==> config.mk <==
export PLATFORM = sky130hd
export DESIGN_NAME = ntt_butterfly
export DESIGN_NICKNAME = d
export VERILOG_FILES = /design/src/rtl/ntt_butterfly.sv
export SDC_FILE = /design/constraint.sdc
export NUM_CORES = 2
export LEC_CHECK = 0
export BUFFER_PORTS_ARGS = -buffer_cell sky130_fd_sc_hd__buf_2
export CELL_PAD_IN_SITES_DETAIL_PLACEMENT = 1
export CELL_PAD_IN_SITES_GLOBAL_PLACEMENT = 2
export CORE_MARGIN = 10
export CORE_UTILIZATION = 43
export DETAILED_ROUTE_END_ITERATION = 8
export PLACE_DENSITY = 0.95
export SETUP_SLACK_MARGIN = 0.2
export SLEW_MARGIN = 20
export SYNTH_ARGS = -nofsm -noshare
export SYNTH_HDL_FRONTEND = slang
export SYNTH_SLANG_ARGS = --single-unit
==> constraint.sdc <==
create_clock -name clk -period 78.6 [get_ports clk]
set_input_delay 15.72 -clock clk [delete_from_list [all_inputs] [get_ports clk]]
set_output_delay 15.72 -clock clk [all_outputs]
set_load 0.05 [all_outputs]
==> src/rtl/ntt_butterfly.sv <==
// ntt_butterfly -- radix-2 NTT/INTT butterfly, fully pipelined, one pair per cycle.
//   mode=0 (CT): a' = a + w*b, b' = a - w*b                   (mod Q)
//   mode=1 (GS): a' = a + b,   b' = (a - b)*w, optional * 4^-1 (mod Q)
// Latency is L = MULT_LAT+2 cycles in both modes:
//   pre-stage reg (GS add/sub, CT passthrough) -> MULT_LAT-stage modmul -> post logic + output reg.
// Ports:
//   clk, rst_n            clock, async active-low reset
//   in_valid, mode, scale sample strobe and per-sample mode tags
//   in_a, in_b, in_w      coefficients and twiddle, all < Q
//   out_valid, out_a/b    result strobe and fully reduced result pair
//   inflight              accepted-but-not-yet-emitted sample count
module ntt_butterfly #(
  parameter int                WIDTH    = 23,
  parameter logic [WIDTH-1:0]  Q        = 23'd8380417,
  parameter int                MULT_LAT = 5
) (
  input  logic             clk,
  input  logic             rst_n,
  input  logic             in_valid,
  input  logic             mode,
  input  logic             scale,
  input  logic [WIDTH-1:0] in_a,
  input  logic [WIDTH-1:0] in_b,
  input  logic [WIDTH-1:0] in_w,
  output logic             out_valid,
  output logic [WIDTH-1:0] out_a,
  output logic [WIDTH-1:0] out_b,
  output logic [3:0]       inflight
);

  localparam int L = MULT_LAT + 2;
  localparam logic [2*WIDTH-1:0] Q_WIDE = (2*WIDTH)'(Q);

  typedef struct packed {
    logic mode;
    logic scale;  // already qualified with mode, so CT never scales
  } tag_t;

  function automatic logic [WIDTH-1:0] mod_add(input logic [WIDTH-1:0] x, input logic [WIDTH-1:0] y);
    logic [WIDTH:0] s;
    s = {1'b0, x} + {1'b0, y};
    if (s >= {1'b0, Q}) s = s - {1'b0, Q};
    return s[WIDTH-1:0];
  endfunction

  function automatic logic [WIDTH-1:0] mod_sub(input logic [WIDTH-1:0] x, input logic [WIDTH-1:0] y);
    logic [WIDTH:0] d;
    d = {1'b0, x} - {1'b0, y};
    if (d[WIDTH]) d = d + {1'b0, Q};  // borrow: wrap back into [0, Q-1]
    return d[WIDTH-1:0];
  endfunction

  // x * 2^-1 mod Q: odd values get Q added first (Q is odd) so the shift is exact.
  function automatic logic [WIDTH-1:0] mod_half(input logic [WIDTH-1:0] x);
    logic [WIDTH:0] h;
    h = x[0] ? ({1'b0, x} + {1'b0, Q}) : {1'b0, x};
    return h[WIDTH:1];
  endfunction

  // Control pipe: index 0 = pre-stage, L-1 = output register.
  logic [L-1:0]              vld_pipe_q, vld_pipe_d;
  tag_t [L-2:0]              tag_pipe_q, tag_pipe_d;
  // Data pipe (no reset; only ever observed when valid-tagged).
  logic [WIDTH-1:0]          pre_comp_q, pre_comp_d;  // CT: a, GS: a+b
  logic [WIDTH-1:0]          pre_x_q, pre_x_d;        // CT: b, GS: a-b
  logic [WIDTH-1:0]          pre_w_q, pre_w_d;
  logic [2*WIDTH-1:0]        mul_p_q, mul_p_d;        // raw product, first multiplier stage
  logic [MULT_LAT-1:1][WIDTH-1:0] mres_q, mres_d;     // reduced product, delayed to MULT_LAT
  logic [MULT_LAT-1:0][WIDTH-1:0] comp_q, comp_d;     // companion aligned with multiplier
  logic [WIDTH-1:0]          out_a_q, out_a_d, out_b_q, out_b_d;
  logic [3:0]                inflight_q, inflight_d;

  logic [WIDTH-1:0] post_t, post_c, post_a, post_b;
  tag_t             post_tag;

  always_comb begin
    vld_pipe_d = {vld_pipe_q[L-2:0], in_valid};
    tag_pipe_d = {tag_pipe_q[L-3:0], tag_t'{mode: mode, scale: mode & scale}};

    if (mode) begin
      pre_comp_d = mod_add(in_a, in_b);
      pre_x_d    = mod_sub(in_a, in_b);
    end else begin
      pre_comp_d = in_a;
      pre_x_d    = in_b;
    end
    pre_w_d = in_w;

    mul_p_d   = {{WIDTH{1'b0}}, pre_x_q} * {{WIDTH{1'b0}}, pre_w_q};
    mres_d    = mres_q;
    mres_d[1] = WIDTH'(mul_p_q % Q_WIDE);
    for (int k = 2; k < MULT_LAT; k++) mres_d[k] = mres_q[k-1];
    comp_d    = comp_q;
    comp_d[0] = pre_comp_q;
    for (int k = 1; k < MULT_LAT; k++) comp_d[k] = comp_q[k-1];

    post_t   = mres_q[MULT_LAT-1];
    post_c   = comp_q[MULT_LAT-1];
    post_tag = tag_pipe_q[L-2];
    if (!post_tag.mode) begin
      post_a = mod_add(post_c, post_t);
      post_b = mod_sub(post_c, post_t);
    end else if (post_tag.scale) begin
      post_a = mod_half(mod_half(post_c));
      post_b = mod_half(mod_half(post_t));
    end else begin
      post_a = post_c;
      post_b = post_t;
    end
    // Bubbles load zero so stale pipe data never reaches the outputs.
    out_a_d = vld_pipe_q[L-2] ? post_a : '0;
    out_b_d = vld_pipe_q[L-2] ? post_b : '0;

    case ({in_valid, vld_pipe_q[L-1]})
      2'b10:   inflight_d = inflight_q + 4'd1;
      2'b01:   inflight_d = inflight_q - 4'd1;
      default: inflight_d = inflight_q;
    endcase
  end

  always_ff @(posedge clk or negedge rst_n) begin
    if (!rst_n) begin
      vld_pipe_q <= '0;
      tag_pipe_q <= '0;
      out_a_q    <= '0;
      out_b_q    <= '0;
      inflight_q <= '0;
    end else begin
      vld_pipe_q <= vld_pipe_d;
      tag_pipe_q <= tag_pipe_d;
      out_a_q    <= out_a_d;
      out_b_q    <= out_b_d;
      inflight_q <= inflight_d;
    end
  end

  always_ff @(posedge clk) begin
    pre_comp_q <= pre_comp_d;
    pre_x_q    <= pre_x_d;
    pre_w_q    <= pre_w_d;
    mul_p_q    <= mul_p_d;
    mres_q     <= mres_d;
    comp_q     <= comp_d;
  end

  assign out_valid = vld_pipe_q[L-1];
  assign out_a     = out_a_q;
  assign out_b     = out_b_q;
  assign inflight  = inflight_q;

endmodule
==> flow_summary_export.csv <==
group,metric,value,unit
logic_synthesis,synth-main-ff-cell,"dfxtp_1",
logic_synthesis,synth_most_common_cell,"nand2_1",
global_route,antenna_found_initial,6,
cells_and_area,multi_input_area,39160,µm²
timing,rsz0062_at_grt,"no",
worst_hold_path,hold_path.class,"reg2reg",
cells_and_area,syn2layout_area_growth,6.921,%
clocking,post-cts-setup-buffer-count,0,
logic_synthesis,yosysTopAreaCellShare,17.43,%
cells_and_area,register_area,8178,µm²
route,vias,45800,
placed_design,dpl.hpwl,136100,µm
timing,worst_pin_slew,1.108,ns
timing,finalMaxSlewViolations,0,
logic_synthesis,ys_warn_count,0,
critical_path,crit_required,79.10,ns
logic_synthesis,syn_area,50890,µm²
placed_design,dpl-instance-area,52810,µm²
global_route,grt_max_degree,77,
floorplan,fp-row-count,126,
floorplan,coreArea,117800,µm²
timing,fin_crit,36.71,ns
cells_and_area,final_cells,7809,
critical_path,path_class,"reg2reg",
logic_synthesis,synth-edff-count,0,
global_route,grt_usage,25.18,%
logic_synthesis,syn_nets,7057,
clocking,cts_resized,0,
clocking,cts_buffers,44,
global_route,grt_pass1_wl,271300,µm
critical_path,crit_path_start_kind,"register",
clocking,clock_sinks,391,
critical_path,end_kind,"register",
route,wl_per_cell,21.76,µm
job,max-cap-violations,0,
timing,fin_skew,0.04570,ns
route,ant_nets,0,
cells_and_area,final_design_area_no_fill,54410,µm²
cells_and_area,final_nets,7034,
clocking,cts_hold_buf,0,
timing,timing.fmax,27.24,MHz
placed_design,placed_cells,7726,
placed_design,port_buffers,124,
route,drc,0,
critical_path,cpPeakStageDelay,0.94,ns
clocking,cts_tree,"built",
logic_synthesis,yosysTopAreaCell,"fa_1",
critical_path,crit_path_max_fanout,21,
logic_synthesis,synth_common_cells,"750 x nand2_1, 670 x inv_1, 471 x nor2_1",
timing,slew_headroom,24.94,%
logic_synthesis,syn_inst,6259,
critical_path,slowest_stage,"nor4_2",
logic_synthesis,synthArstFlopShare,17.65,%
cells_and_area,nFillCells,14270,
clocking,htree_levels,2,
timing,timing.final.crit_share,46.70,%
timing,tns,0,ns
cells_and_area,final_core_util,46.21,%
placed_design,routabilityCongestion,0.9262,
route,drt_iter0_drc,2814,
timing,setup_viol,0,
global_route,first_global_vias,48800,
clocking,clk_latency,0.65,ns
floorplan,dieArea,132500,µm²
logic_synthesis,yosysUniqueCellTypes,137,
logic_synthesis,yosysSeqAreaShare,16.06,%
clocking,cts_max_path_buffers,3,
clocking,path_clk_slew,0.07,ns
critical_path,crit_arrival,37.21,ns
floorplan,start_util,43.22,%
floorplan,die_x,364.0,µm
route,firstDrtPassIters,7,
route,finalWirelength,170000,µm
status,status,"completed",
floorplan,boundaryPins,125,
logic_synthesis,synth_area_leaders,"fa_1 17%, dfxtp_1 13%, xnor2_1 7.3%",
route,viasPerCell,5.865,
global_route,grt_overflow,0,
logic_synthesis,synth-seq-cells,391,
cells_and_area,drive_above_1_share,8.133,%
clocking,cts_root_buffer,"clkbuf_16",
floorplan,fp.dieH,364.0,µm
logic_synthesis,syn-mean-instance-area,8.131,µm²
timing,final-hold-violation-count,0,
==> routing by layer <==
layer / routed length (µm) / vias to the layer above / GRT usage [%]
met5: 13 / - / 0
met4: 5873 / 2 / 8.657
met3: 6847 / 307 / 2.559
met2: 84160 / 1106 / 44.64
met1: 73070 / 23120 / 31.65
li1: - / 21260 / -
==> stage by stage <==
step | setup slack (ns) | hold slack [ns]
global placement | 43.37 | 0.3113
floorplan | 49.87 | 0.3096
finish | 41.89 | 0.3226
CTS | 41.66 | 0.3212
global route | 38.80 | 0.3308
detailed placement | 41.84 | 0.3132
==> state kept, by name, indices dropped and copies added, names as in the netlist <==
name        flops
inflight        4
mul_p_q        46
out_a          23
comp_d         92
post_t         23
pre_x_q        23
pre_comp_q     23
tag_pipe_d     10
mres_d         69
pre_w_q        23
out_b          23
vld_pipe_q      7
post_tag        2
post_c         23
==> critical path: cells and delay by family, from the launching register on <==
kind | cells | cell delay (ns)
xor gates and xnor gates | 5 | 1.99
AOI/OAI and AO/OA | 41 | 14.17
adders and majority gates | 1 | 0.18
DFF | 1 | 0.40
buffers and inverters | 2 | 0.38
and+or+nand+nor | 44 | 19.36
==> area by class of cell <==
cell class | instances | area share [%]
multi-input combinational | 4946 | 71.96
sequential | 391 | 15.03
inverter | 670 | 4.622
tap | 1536 | 3.532
clock buffer | 59 | 2.350
timing repair buffer | 183 | 1.959
clock inverter | 22 | 0.5427
antenna | 2 | 0.009198
==> cells in the final DEF, fill, tap and decap left out, drive strengths merged, types with 189 or more instances in the layout <==
| cell type | synthesis | routed |
|---|---|---|
| inv | 670 | 682 |
| xnor2 | 427 | 427 |
| dfxtp | 322 | 322 |
| nor2 | 472 | 472 |
| a21oi | 298 | 298 |
| nand2 | 750 | 750 |
| and2 | 216 | 216 |
| o21ai | 189 | 189 |
| fa | 443 | 443 |
| ha | 281 | 281 |
==> logic make-up (layout without fill, tap and decap cells) <==
group / count (synthesis) / after routing / synth area share [%]
DFF: 391 / 391 / 16.06
AOI/OAI and AO/OA: 1188 / 1188 / 16.70
and+or+nand+nor: 2334 / 2334 / 23.32
buffers and inverters: 922 / 934 / 7.044
muxes: 105 / 105 / 2.222
xor gates and xnor gates: 586 / 586 / 10.14
other: 0 / 2 / 0
adders and majority gates: 733 / 733 / 24.51
==> path summary, 6_finish.rpt <==
kind                                   from           to  slack (ns)  depth (start not counted)
max in group asynchronous             rst_n  post_tag[0]       62.69                          1
worst min register to register   comp_d[81]  comp_d[104]        0.32                          0
worst max register to register  mul_p_q[35]   mres_d[28]       41.89                         93
worst min-delay path             comp_d[81]  comp_d[104]        0.32                          0
min in group asynchronous             rst_n    out_b[22]       15.24                          1
worst max-delay path            mul_p_q[35]   mres_d[28]       41.89                         93
Power is not shown: default switching activity piles up to over one toggle a cycle in this logic, so the estimate is an artifact.
